===== config.mk =====
export PLATFORM = sky130hd
export DESIGN_NAME = pic_exec_seq
export DESIGN_NICKNAME = d
export VERILOG_FILES = /design/src/rtl/pic_pkg.sv /design/src/rtl/pic_decode.sv /design/src/rtl/pic_exec_seq.sv
export SDC_FILE = /design/constraint.sdc
export NUM_CORES = 1
export LEC_CHECK = 0
export CAP_MARGIN = 20
export CORE_MARGIN = 1.5
export CORE_UTILIZATION = 42
export DETAILED_ROUTE_END_ITERATION = 7
export PLACE_DENSITY = 0.79
export SLEW_MARGIN = 0
export SYNTH_ARGS = -nofsm -noshare
export SYNTH_HDL_FRONTEND = slang
export SYNTH_SLANG_ARGS = --single-unit

===== constraint.sdc =====
create_clock -name clk2 -period 1.8 [get_ports clk2]
set_clock_uncertainty 0.2 [all_clocks]
set_input_delay 0.36 -clock clk2 [delete_from_list [all_inputs] [get_ports clk2]]
set_output_delay 0.36 -clock clk2 [all_outputs]
set_load 0.1 [all_outputs]

===== src/rtl/pic_pkg.sv =====
// Shared constants for the PIC16C5x execution sequencer: ALU op codes,
// datapath mux selects, skip kinds and FSM state encoding.
package pic_pkg;

  typedef enum logic [3:0] {
    ALU_ADD   = 4'd0,
    ALU_SUB   = 4'd1,
    ALU_AND   = 4'd2,
    ALU_IOR   = 4'd3,
    ALU_XOR   = 4'd4,
    ALU_PASSA = 4'd5,
    ALU_PASSB = 4'd6,
    ALU_COM   = 4'd7,
    ALU_CLR   = 4'd8
  } alu_op_e;

  // Code 2'b11 means bit-mask on the A side and constant 1 on the B side.
  localparam logic [1:0] SEL_W    = 2'b00;
  localparam logic [1:0] SEL_FILE = 2'b01;
  localparam logic [1:0] SEL_LIT  = 2'b10;
  localparam logic [1:0] SEL_MASK = 2'b11;
  localparam logic [1:0] SEL_ONE  = 2'b11;

  typedef enum logic [1:0] {
    SKIP_NONE = 2'd0,
    SKIP_ZERO = 2'd1,
    SKIP_NZ   = 2'd2
  } skip_e;

  typedef enum logic [1:0] {
    ST_IDLE   = 2'd0,
    ST_DECODE = 2'd1,
    ST_EXEC   = 2'd2,
    ST_SKIP   = 2'd3
  } state_e;

endpackage


===== src/rtl/pic_decode.sv =====
// Combinational PIC16C5x instruction decoder: maps a 12-bit instruction word
// to ALU operand selects, op, write strobes, skip kind and illegal flag.
module pic_decode
  import pic_pkg::*;
(
  input  logic [11:0] inst,
  output logic [1:0]  alua_sel,
  output logic [1:0]  alub_sel,
  output logic        bdpol,
  output alu_op_e     alu_op,
  output logic        w_we,
  output logic        f_we,
  output skip_e       skip_type,
  output logic        illegal
);

  logic d;
  assign d = inst[5];

  always_comb begin
    alua_sel  = SEL_W;
    alub_sel  = SEL_W;
    bdpol     = 1'b0;
    alu_op    = ALU_ADD;
    w_we      = 1'b0;
    f_we      = 1'b0;
    skip_type = SKIP_NONE;
    illegal   = 1'b0;
    casez (inst)
      12'b0000_0000_0000: ;
      12'b0000_001?_????: begin alua_sel = SEL_W; alu_op = ALU_PASSA; f_we = 1'b1; end
      12'b0000_0100_0000: begin alu_op = ALU_CLR; w_we = 1'b1; end
      12'b0000_011?_????: begin alu_op = ALU_CLR; f_we = 1'b1; end
      12'b0000_10??_????: begin
        alua_sel = SEL_FILE; alub_sel = SEL_W; alu_op = ALU_SUB;
        w_we = ~d; f_we = d;
      end
      12'b0000_11??_????: begin
        alua_sel = SEL_FILE; alub_sel = SEL_ONE; alu_op = ALU_SUB;
        w_we = ~d; f_we = d;
      end
      12'b0001_????_????: begin
        alua_sel = SEL_W; alub_sel = SEL_FILE; w_we = ~d; f_we = d;
        case (inst[7:6])
          2'b00:   alu_op = ALU_IOR;
          2'b01:   alu_op = ALU_AND;
          2'b10:   alu_op = ALU_XOR;
          default: alu_op = ALU_ADD;
        endcase
      end
      12'b0010_00??_????: begin alua_sel = SEL_FILE; alu_op = ALU_PASSA; w_we = ~d; f_we = d; end
      12'b0010_01??_????: begin alua_sel = SEL_FILE; alu_op = ALU_COM; w_we = ~d; f_we = d; end
      12'b0010_10??_????: begin
        alua_sel = SEL_FILE; alub_sel = SEL_ONE; alu_op = ALU_ADD;
        w_we = ~d; f_we = d;
      end
      12'b0010_11??_????: begin
        alua_sel = SEL_FILE; alub_sel = SEL_ONE; alu_op = ALU_SUB;
        w_we = ~d; f_we = d; skip_type = SKIP_ZERO;
      end
      // Bit ops: the datapath builds the mask from b_mux, inverted when bdpol=1.
      12'b0100_????_????: begin
        alua_sel = SEL_MASK; bdpol = 1'b1; alub_sel = SEL_FILE; alu_op = ALU_AND; f_we = 1'b1;
      end
      12'b0101_????_????: begin
        alua_sel = SEL_MASK; alub_sel = SEL_FILE; alu_op = ALU_IOR; f_we = 1'b1;
      end
      12'b0110_????_????: begin
        alua_sel = SEL_MASK; alub_sel = SEL_FILE; alu_op = ALU_AND; skip_type = SKIP_ZERO;
      end
      12'b0111_????_????: begin
        alua_sel = SEL_MASK; alub_sel = SEL_FILE; alu_op = ALU_AND; skip_type = SKIP_NZ;
      end
      12'b1100_????_????: begin alub_sel = SEL_LIT; alu_op = ALU_PASSB; w_we = 1'b1; end
      12'b1101_????_????: begin alua_sel = SEL_W; alub_sel = SEL_LIT; alu_op = ALU_IOR; w_we = 1'b1; end
      12'b1110_????_????: begin alua_sel = SEL_W; alub_sel = SEL_LIT; alu_op = ALU_AND; w_we = 1'b1; end
      12'b1111_????_????: begin alua_sel = SEL_W; alub_sel = SEL_LIT; alu_op = ALU_XOR; w_we = 1'b1; end
      default: illegal = 1'b1;
    endcase
  end

endmodule


===== src/rtl/pic_exec_seq.sv =====
// Three-cycle instruction sequencer (IDLE -> DECODE -> EXEC) with a SKIP state
// that swallows the instruction following a taken conditional skip.
module pic_exec_seq
  import pic_pkg::*;
(
  input  logic        clk2,
  input  logic        resetn,
  input  logic [11:0] inst,
  input  logic        inst_valid,
  output logic        inst_ready,
  input  logic        alu_zero,
  output logic [4:0]  fsel,
  output logic [1:0]  alua_sel,
  output logic [1:0]  alub_sel,
  output logic [2:0]  b_mux,
  output logic        bdpol,
  output logic [7:0]  k,
  output logic [3:0]  alu_op,
  output logic        w_we,
  output logic        f_we,
  output logic        skipped,
  output logic        illegal
);

  state_e      state_q, state_d;
  logic [11:0] inst_q;

  logic [1:0]  dec_alua, dec_alub;
  logic        dec_bdpol, dec_w_we, dec_f_we, dec_illegal;
  alu_op_e     dec_op;
  skip_e       dec_skip;
  logic        skip_taken;

  pic_decode u_decode (
    .inst      (inst_q),
    .alua_sel  (dec_alua),
    .alub_sel  (dec_alub),
    .bdpol     (dec_bdpol),
    .alu_op    (dec_op),
    .w_we      (dec_w_we),
    .f_we      (dec_f_we),
    .skip_type (dec_skip),
    .illegal   (dec_illegal)
  );

  always_ff @(posedge clk2) begin
    if (!resetn) begin
      state_q <= ST_IDLE;
      inst_q  <= '0;
    end else begin
      state_q <= state_d;
      if (state_q == ST_IDLE && inst_valid) inst_q <= inst;
    end
  end

  assign skip_taken = (dec_skip == SKIP_ZERO && alu_zero) ||
                      (dec_skip == SKIP_NZ   && !alu_zero);

  // Pulses are gated by resetn so a reset landing in EXEC never leaks a write.
  always_comb begin
    state_d    = state_q;
    inst_ready = 1'b0;
    fsel       = '0;
    alua_sel   = '0;
    alub_sel   = '0;
    b_mux      = '0;
    bdpol      = 1'b0;
    k          = '0;
    alu_op     = '0;
    w_we       = 1'b0;
    f_we       = 1'b0;
    skipped    = 1'b0;
    illegal    = 1'b0;
    if (state_q == ST_DECODE || state_q == ST_EXEC) begin
      fsel     = inst_q[4:0];
      b_mux    = inst_q[7:5];
      k        = inst_q[7:0];
      alua_sel = dec_alua;
      alub_sel = dec_alub;
      bdpol    = dec_bdpol;
    end
    case (state_q)
      ST_IDLE: begin
        inst_ready = resetn;
        if (inst_valid) state_d = ST_DECODE;
      end
      ST_DECODE: state_d = ST_EXEC;
      ST_EXEC: begin
        alu_op  = dec_op;
        w_we    = dec_w_we & resetn;
        f_we    = dec_f_we & resetn;
        illegal = dec_illegal & resetn;
        state_d = skip_taken ? ST_SKIP : ST_IDLE;
      end
      ST_SKIP: begin
        inst_ready = resetn;
        skipped    = inst_valid & resetn;
        if (inst_valid) state_d = ST_IDLE;
      end
      default: state_d = ST_IDLE;
    endcase
  end

endmodule


==> results of run 1 <==
kinds of logic after synthesis:
| kind of cell | Yosys count |
|---|---|
| simple gates | 67 |
| flops | 14 |
| compound gates | 38 |
| buf+inv | 27 |
| fa+ha+maj | 4 |
through the flow:
step                hold slack [ns]  cell area (sq um)  utilization [%]  TNS, ns
floorplan                     0.250               1350                -    -7.96
global placement              0.287               2280             93.8    -1.14
detailed placement            0.308               2280             93.8    -2.50
==> qor.yml, run 1 <==
yosysMostFrequentCell: "nand2_1"
port-buffer-count: 45
dp_cells: 248
async_reset_ff_share_pct: 0
avgSynthCellArea_sq_um: 7.11
synth_fa_ha_area_share_pct: 4.69
status: "aborted with a tool error"
synth-simple-area-share_pct: 31.9
synth_xor_area_share_pct: 0
dp_slack_ns: -0.333
first-error: "[ERROR DPL-0038] Utilization greater than 100%, impossible to legalize"
synth_warnings: 0
synthTopCellsByArea: "dfxtp_1 26%, nand2_1 11%, a21oi_1 7.5%"
cts_buffer_depth: 2
dp_hpwl_mm: 3.80
initial_core_util_pct: 43.8
synth_top_area_share_pct: 26.3
synthMuxAreaShare_pct: 0
synth_common_cells: "31 x nand2_1, 16 x a21oi_1, 14 x dfxtp_1"
yosysSeqAreaShare_pct: 26.3
die_width_um: 53.4
synth_top_family_by_area: "simple AND/OR/NAND/NOR gates"
rows: 18
stop_stage: "clock tree synthesis"
syn_inst: 150
synth_edf_count: 0
cts_resized: 39
cts_buffers: 3
cts-htree-levels: 1
syn_area_sq_mm: 0.00107
ys.flop_type: "dfxtp_1"
ys_types: 37
yosysTopAreaCell: "dfxtp_1"
io-pin-count: 46
cts.sink_count: 14
cts_root_buf: "clkbuf_4"
synth_seq_cells: 14
synth_compound_area_share_pct: 23.5
gp_congestion: 0.916
mappedNetlistNets: 170
cts_setup_buffers: 11
hold_buffers: 0
die_h_um: 53.4
==> run 2: changes to the inputs <==
--- a/config.mk
+++ b/config.mk
@@ -6,10 +6,10 @@
 export NUM_CORES = 1
 export LEC_CHECK = 0
 export CAP_MARGIN = 20
-export CORE_MARGIN = 1.5
-export CORE_UTILIZATION = 42
+export CORE_AREA = 2 2 63 65
 export DETAILED_ROUTE_END_ITERATION = 7
-export PLACE_DENSITY = 0.79
+export DIE_AREA = 0 0 65 67
+export PLACE_DENSITY_LB_ADDON = 0.15
 export SLEW_MARGIN = 0
 export SYNTH_ARGS = -nofsm -noshare
 export SYNTH_HDL_FRONTEND = slang
==> run 2 against run 1 <==
Effect of this change:
- synthesized cell count unchanged
- the flow now finishes, with violations (negative setup slack)
- area after synthesis unchanged
==> qor.yml, run 2 <==
status: "finished, violations left"
violations: "negative setup slack"
gp_congestion: 0.810  # -12%
grt_pass1_wl_mm: 6.33
fin_total_pwr_mw: 2.36
dr_total_vias: 1365
antenna_left: 0
peakVddDrop_v: 0.000466
synthTopCellsByArea: "dfxtp_1 26%, nand2_1 11%, a21oi_1 7.5%"
mappedNetlistNets: 170  # unchanged
cts.sink_count: 14  # unchanged
cts_buffer_depth: 2  # unchanged
slew_viol_final: 0
port-buffer-count: 45  # unchanged
cts_buffers: 3  # unchanged
first_pass_iters: 4
placed_area_sq_mm: 0.00228  # unchanged
antennaDiodeCount: 0
synth_warnings: 0  # unchanged
synth_seq_cells: 14  # unchanged
endpoint_kind: "output port"
pwr-share-seq_pct: 17.6
synth_top_area_share_pct: 26.3  # unchanged
crit_path_start_kind: "flop"
critPathArrivalTime_ns: 1.64
antenna_found_initial: 0
gr-total-overflow: 0
fin_hold_ws_ns: 0.332
crit_type: "reg2out"
crit_required_ns: 1.24
period_share_pct: 122
p_int_mw: 1.30
switching_share_pct: 45.0
cts-htree-levels: 1  # unchanged
grt_max_degree: 14
syn_to_final_growth_pct: 147
yosysMostFrequentCell: "nand2_1"
rsz0062_at_grt: "true"
totalWireLength_mm: 4.35
ys_types: 37  # unchanged
finalHoldViolations: 0
async_reset_ff_share_pct: 0  # unchanged
multi_input_area_sq_um: 947
regArea_sq_um: 310
dp_hpwl_mm: 2.83  # -25%
synth_common_cells: "31 x nand2_1, 16 x a21oi_1, 14 x dfxtp_1"
hp-class: "reg2reg"
clockPowerShare_pct: 13.4
regMostFlops: "inst_q"
track_usage_pct: 19.4
yosysSeqAreaShare_pct: 26.3  # unchanged
setup_viol: 29
avgRoutedWirePerCell_um: 15.4
layout_commonest_cell: "buf_4"
dp_slack_ns: -0.255  # +0.0782 ns
dieArea_sq_mm: 0.00436
final_layout_size_suffix_gt1_share_pct: 62.4
power_leakage_nw: 1.07
top_regs: "inst_q: 12 flops, state_q: 2 flops"
ys.flop_type: "dfxtp_1"
die_width_um: 65  # +22%
timing.final.ws_setup_ns: -0.401
nNetsFinal: 255
syn_area_sq_mm: 0.00107  # unchanged
drc: 0
p_sw_mw: 1.06
rows: 22  # +4
worst_slew_pin_slew_ns: 0.444
design_area_sq_mm: 0.00263
nFillCells: 254
cts_root_buf: "clkbuf_8"
io-pin-count: 46  # unchanged
powerDensity_mw_per_mm2: 897
yosysTopAreaCell: "dfxtp_1"
core_area_sq_mm: 0.00361
syn_inst: 150  # unchanged
avgSynthCellArea_sq_um: 7.11  # unchanged
drt_iter0_markers: 44
relSlewSlack_pct: 70.3
max_freq_mhz: 454
layout_common_cells: "38 x buf_4, 31 x buf_12, 28 x nand2_1"
grt_pass1_vias: 1365
synth_edf_count: 0  # unchanged
fin_crit_ns: 2.20
clk_latency_ns: 0.25
die_h_um: 67  # +26%
clkTransAtPathRegs_ns: 0.06
p_comb_share_pct: 69.0
hold_buffers: 0  # unchanged
initial_core_util_pct: 29.6  # -14 points
largest_reg_flops: 12
cap_violations: 0
viasPerCell: 4.84
crit_fanout: 2
cts_tree: "done"
==> run 2: cell counts after synthesis <==
Identical to the previous run, type by type.
==> run 2: cell type report <==
type                    count  area share [%]
flip-flops and latches     14            11.8
well taps                  48            2.28
repair buffers             99            46.7
multi-input cells         109            36.0
clock buffers               4            2.09
inverters                   8            1.14
==> run 2: power by group through the flow <==
| stage | combinational [mW] | sequential [mW] | clock [mW] |
|---|---|---|---|
| floorplan | 0.895 | 0.396 | 0 |
| global placement | 1.34 | 0.423 | 0 |
| detailed placement | 1.37 | 0.425 | 0 |
| CTS | 1.56 | 0.419 | 0.319 |
| global route | 1.70 | 0.421 | 0.334 |
| finish | 1.63 | 0.416 | 0.316 |
==> run 2: stage by stage <==
step	cells	setup TNS, ns	utilization, %
finish	282	-8.42	73.0
global route	282	-9.72	73.0
CTS	273	-7.70	70.0
detailed placement	263	-1.76	63.3
global placement	263	-1.51	63.3
floorplan	150	-7.96	-
==> run 2: worst max-delay path, stage by stage (launching register included) <==
cell     delay [ns]
dfxtp_2        0.33
nor4_4         0.29
nand3_1        0.11
a211o_1        0.32
a21oi_4        0.16
buf_12         0.18
==> run 2: worst paths after layout <==
path / start / to / slack (ns) / depth (start not counted)
worst max register to register: inst_q[8] / state_q[1] / 0.11 / 6
worst min-delay path: inst_q[5] / inst_q[5] / 0.33 / 2
worst max-delay path: inst_q[2] / w_we / -0.40 / 5
worst min register to register: inst_q[5] / inst_q[5] / 0.33 / 2
==> run 2: metal layers <==
metal	vias up	global-route usage, %	routed length [um]
met3	12	3.38	211
met1	635	20.0	1580
met4	0	9.04	131
li1	666	-	-
met5	-	0	0
met2	52	37.6	2420
==> run 2: cell families after synthesis <==
kind of cell	count (synthesis)	share of synthesized area, %
and+or+nand+nor	67	31.9
DFF	14	26.3
adders and majority gates	4	4.70
buffers and inverters	27	13.6
AOI/OAI and AO/OA	38	23.5
==> run 2: repair_timing <==
| action | CTS | global route |
|---|---|---|
| cloned | 1 | 0 |
| setup endpoints to repair | 30 | 30 |
| setup buffers | 6 | 11 |
| gates resized for setup | 34 | 14 |
| pin swaps | 9 | 11 |
Note: power is estimated with default switching activity, not from simulation.
==> run 3: changes to the inputs <==
--- a/config.mk
+++ b/config.mk
@@ -10,6 +10,7 @@
 export DETAILED_ROUTE_END_ITERATION = 7
 export DIE_AREA = 0 0 65 67
 export PLACE_DENSITY_LB_ADDON = 0.15
+export SETUP_SLACK_MARGIN = 0.15
 export SLEW_MARGIN = 0
 export SYNTH_ARGS = -nofsm -noshare
 export SYNTH_HDL_FRONTEND = slang
==> run 3 against run 2 <==
Effect of this change:
- the flow still finishes with violations (negative setup slack)
- routed wire length is 3.1% higher
- register-to-register slack about the same
- global-route usage rose by 0.85 points
- critical path depth increased by 1
- cell count is 3.2% higher
- first-iteration DRC count up 34%
- core utilization grew 4.3 points
- worst setup slack lost 0.040 ns
- count of clock-buffer cells in the layout did not move
- critical path type unchanged
- largest power group unchanged
==> qor.yml, run 3 (synthesis results as in run 2) <==
placed_area_sq_mm: 0.00235  # +3.0%
p_sw_mw: 1.09  # +2.7%
cts-htree-levels: 1  # unchanged
gr-total-overflow: 0  # unchanged
violations: "negative setup slack"
drt_iter0_markers: 59  # +34%
drc: 0  # unchanged
nNetsFinal: 264  # +3.5%
dp_hpwl_mm: 2.97  # +5.0%
core_area_sq_mm: 0.00361  # unchanged
rows: 22  # unchanged
antennaDiodeCount: 0  # unchanged
rsz0062_at_grt: "true"
cts_root_buf: "clkbuf_8"
grt_pass1_wl_mm: 6.73  # +6.3%
wl_met2_mm: 2.54  # +4.9%
endpoint_kind: "output port"
max_freq_mhz: 446  # -1.8%
dr_total_vias: 1400  # +2.6%
nFillCells: 208  # -18%
clkTransAtPathRegs_ns: 0.06  # about the same
power_leakage_nw: 1.14  # +5.9%
antenna_left: 0  # unchanged
critPathArrivalTime_ns: 1.68  # +0.04 ns
top_regs: "inst_q: 12 flops, state_q: 2 flops"
p_int_mw: 1.41  # +8.2%
p_comb_share_pct: 70.7  # +1.7 points
period_share_pct: 125  # +2.2 points
regMostFlops: "inst_q"
cpPeakStageDelay_ns: 0.33  # about the same
clk_latency_ns: 0.24  # about the same
wl_met1_mm: 1.72  # +8.9%
crit_type: "reg2out"
cts.sink_count: 14  # unchanged
status: "finished, violations left"
peakVddDrop_v: 0.000615  # +32%
layout_commonest_cell: "buf_4"
totalWireLength_mm: 4.48  # +3.1%
syn_to_final_growth_pct: 162
fin_cells: 291  # +3.2%
grt_max_degree: 14  # unchanged
cts_buffer_depth: 2  # unchanged
routed.top_layer: "met4"
grt_pass1_vias: 1405  # +2.9%
crit_fanout: 2  # unchanged
cts_buffers: 3  # unchanged
route.met3.wl_um: 164  # -22%
die_h_um: 67  # unchanged
fin_crit_ns: 2.24  # +0.0402 ns
port-buffer-count: 45  # unchanged
viasPerCell: 4.81  # -0.61%
die_width_um: 65  # unchanged
crit_required_ns: 1.24  # about the same
first_pass_iters: 4  # unchanged
finalHoldViolations: 0  # unchanged
initial_core_util_pct: 29.6  # unchanged
timing.final.ws_setup_ns: -0.441  # -0.0402 ns
setup_viol: 30  # +3.4%
layout_common_cells: "38 x buf_4, 33 x buf_12, 29 x nand2_1"
fin_tns_setup_ns: -8.84  # -0.421 ns
track_usage_pct: 20.3  # +0.85 points
powerDensity_mw_per_mm2: 896  # -0.12%
dp_cells: 268  # +1.9%
worst_slew_pin_slew_ns: 0.325  # -0.119 ns
pwr-share-seq_pct: 17.0  # -0.6 points
crit_path_start_kind: "flop"
dieArea_sq_mm: 0.00436  # unchanged
fin_util_pct: 77.3  # +4.3 points
design_area_sq_mm: 0.00279  # +5.8%
io-pin-count: 46  # unchanged
gp_congestion: 0.788  # -2.7%
final_layout_size_suffix_gt1_share_pct: 65.8  # +3.5 points
relSlewSlack_pct: 78.3  # +8.0 points
avgRoutedWirePerCell_um: 15.4  # -0.13%
switching_share_pct: 43.7  # -1.3 points
crit_chain: "nor4_4, a21oi_1, a221oi_2, buf_4, nor3_4, buf_12"
slew_viol_final: 0  # unchanged
antenna_found_initial: 0  # unchanged
largest_reg_flops: 12  # unchanged
hp-class: "reg2reg"
cts_tree: "done"
cap_violations: 0  # unchanged
cp_slowest_cell: "dfxtp_2"
clockPowerShare_pct: 12.3  # -1.1 points
## run 3: metrics by stage
stage / total power [mW] / setup WS (ns) / hold WS, ns
2_1_floorplan: 1.29 / -0.778 / 0.250
3_3_place_gp: 1.81 / -0.223 / 0.301
3_5_place_dp: 1.83 / -0.230 / 0.309
4_1_cts: 2.39 / -0.420 / 0.319
5_1_grt: 2.60 / -0.527 / 0.355
6_report: 2.50 / -0.441 / 0.324
## run 3: worst paths after layout
| check | start | to | slack (ns) | cells after the start |
|---|---|---|---|---|
| setup reg to reg | inst_q[8] | state_q[1] | 0.12 | 6 |
| hold reg to reg | inst_q[5] | inst_q[5] | 0.32 | 2 |
| setup / recovery | inst_q[2] | illegal | -0.44 | 6 |
| hold / removal | inst_q[5] | inst_q[5] | 0.32 | 2 |
## run 3: cell type report
cell class / count / area (sq um) / share of cell area, %
repair buffers: 108 / 1360 / 48.9
multi-input cells: 109 / 968 / 34.7
flip-flops and latches: 14 / 309 / 11.1
well taps: 48 / 60.1 / 2.15
clock buffers: 4 / 55.1 / 1.97
inverters: 8 / 32.5 / 1.17
## run 3: critical path: cells and delay by family (launching register included)
| kind | cells | cell delay (ns) |
|---|---|---|
| compound gates | 2 | 0.42 |
| buf+inv | 2 | 0.33 |
| flops | 1 | 0.33 |
| simple gates | 2 | 0.35 |
## run 3: metal layers
metal	vias up	track usage (%)
met1	672	23.2
met3	4	2.87
li1	684	-
met5	-	0
met4	0	3.46
met2	40	39.8
## run 3: timing repair
action | in CTS | in global routing
hold buffers | 0 | 0
buffers inserted | 12 | 6
gates cloned | 1 | 0
gates resized for setup | 39 | 17
pin swaps | 11 | 13
hold endpoints to repair | 0 | 0
setup endpoints to repair | 32 | 32
## run 3: power groups by stage
| stage | Clock (mW) | Sequential, mW | Combinational, mW |
|---|---|---|---|
| 4_1_cts | 0.314 | 0.421 | 1.66 |
| 3_5_place_dp | 0 | 0.430 | 1.40 |
| 5_1_grt | 0.328 | 0.430 | 1.84 |
| 6_report | 0.307 | 0.424 | 1.77 |
| 3_3_place_gp | 0 | 0.427 | 1.38 |
| 2_1_floorplan | 0 | 0.397 | 0.898 |
==> run 4: changes to the inputs <==
--- a/config.mk
+++ b/config.mk
@@ -5,10 +5,11 @@
 export SDC_FILE = /design/constraint.sdc
 export NUM_CORES = 1
 export LEC_CHECK = 0
-export CAP_MARGIN = 20
+export CAP_MARGIN = 25
 export CORE_AREA = 2 2 63 65
 export DETAILED_ROUTE_END_ITERATION = 7
 export DIE_AREA = 0 0 65 67
+export GPL_ROUTABILITY_DRIVEN = 0
 export PLACE_DENSITY_LB_ADDON = 0.15
 export SETUP_SLACK_MARGIN = 0.15
 export SLEW_MARGIN = 0
==> results of run 4 <==
No change in the layout: final DEF, timing and power equal those of run 3.
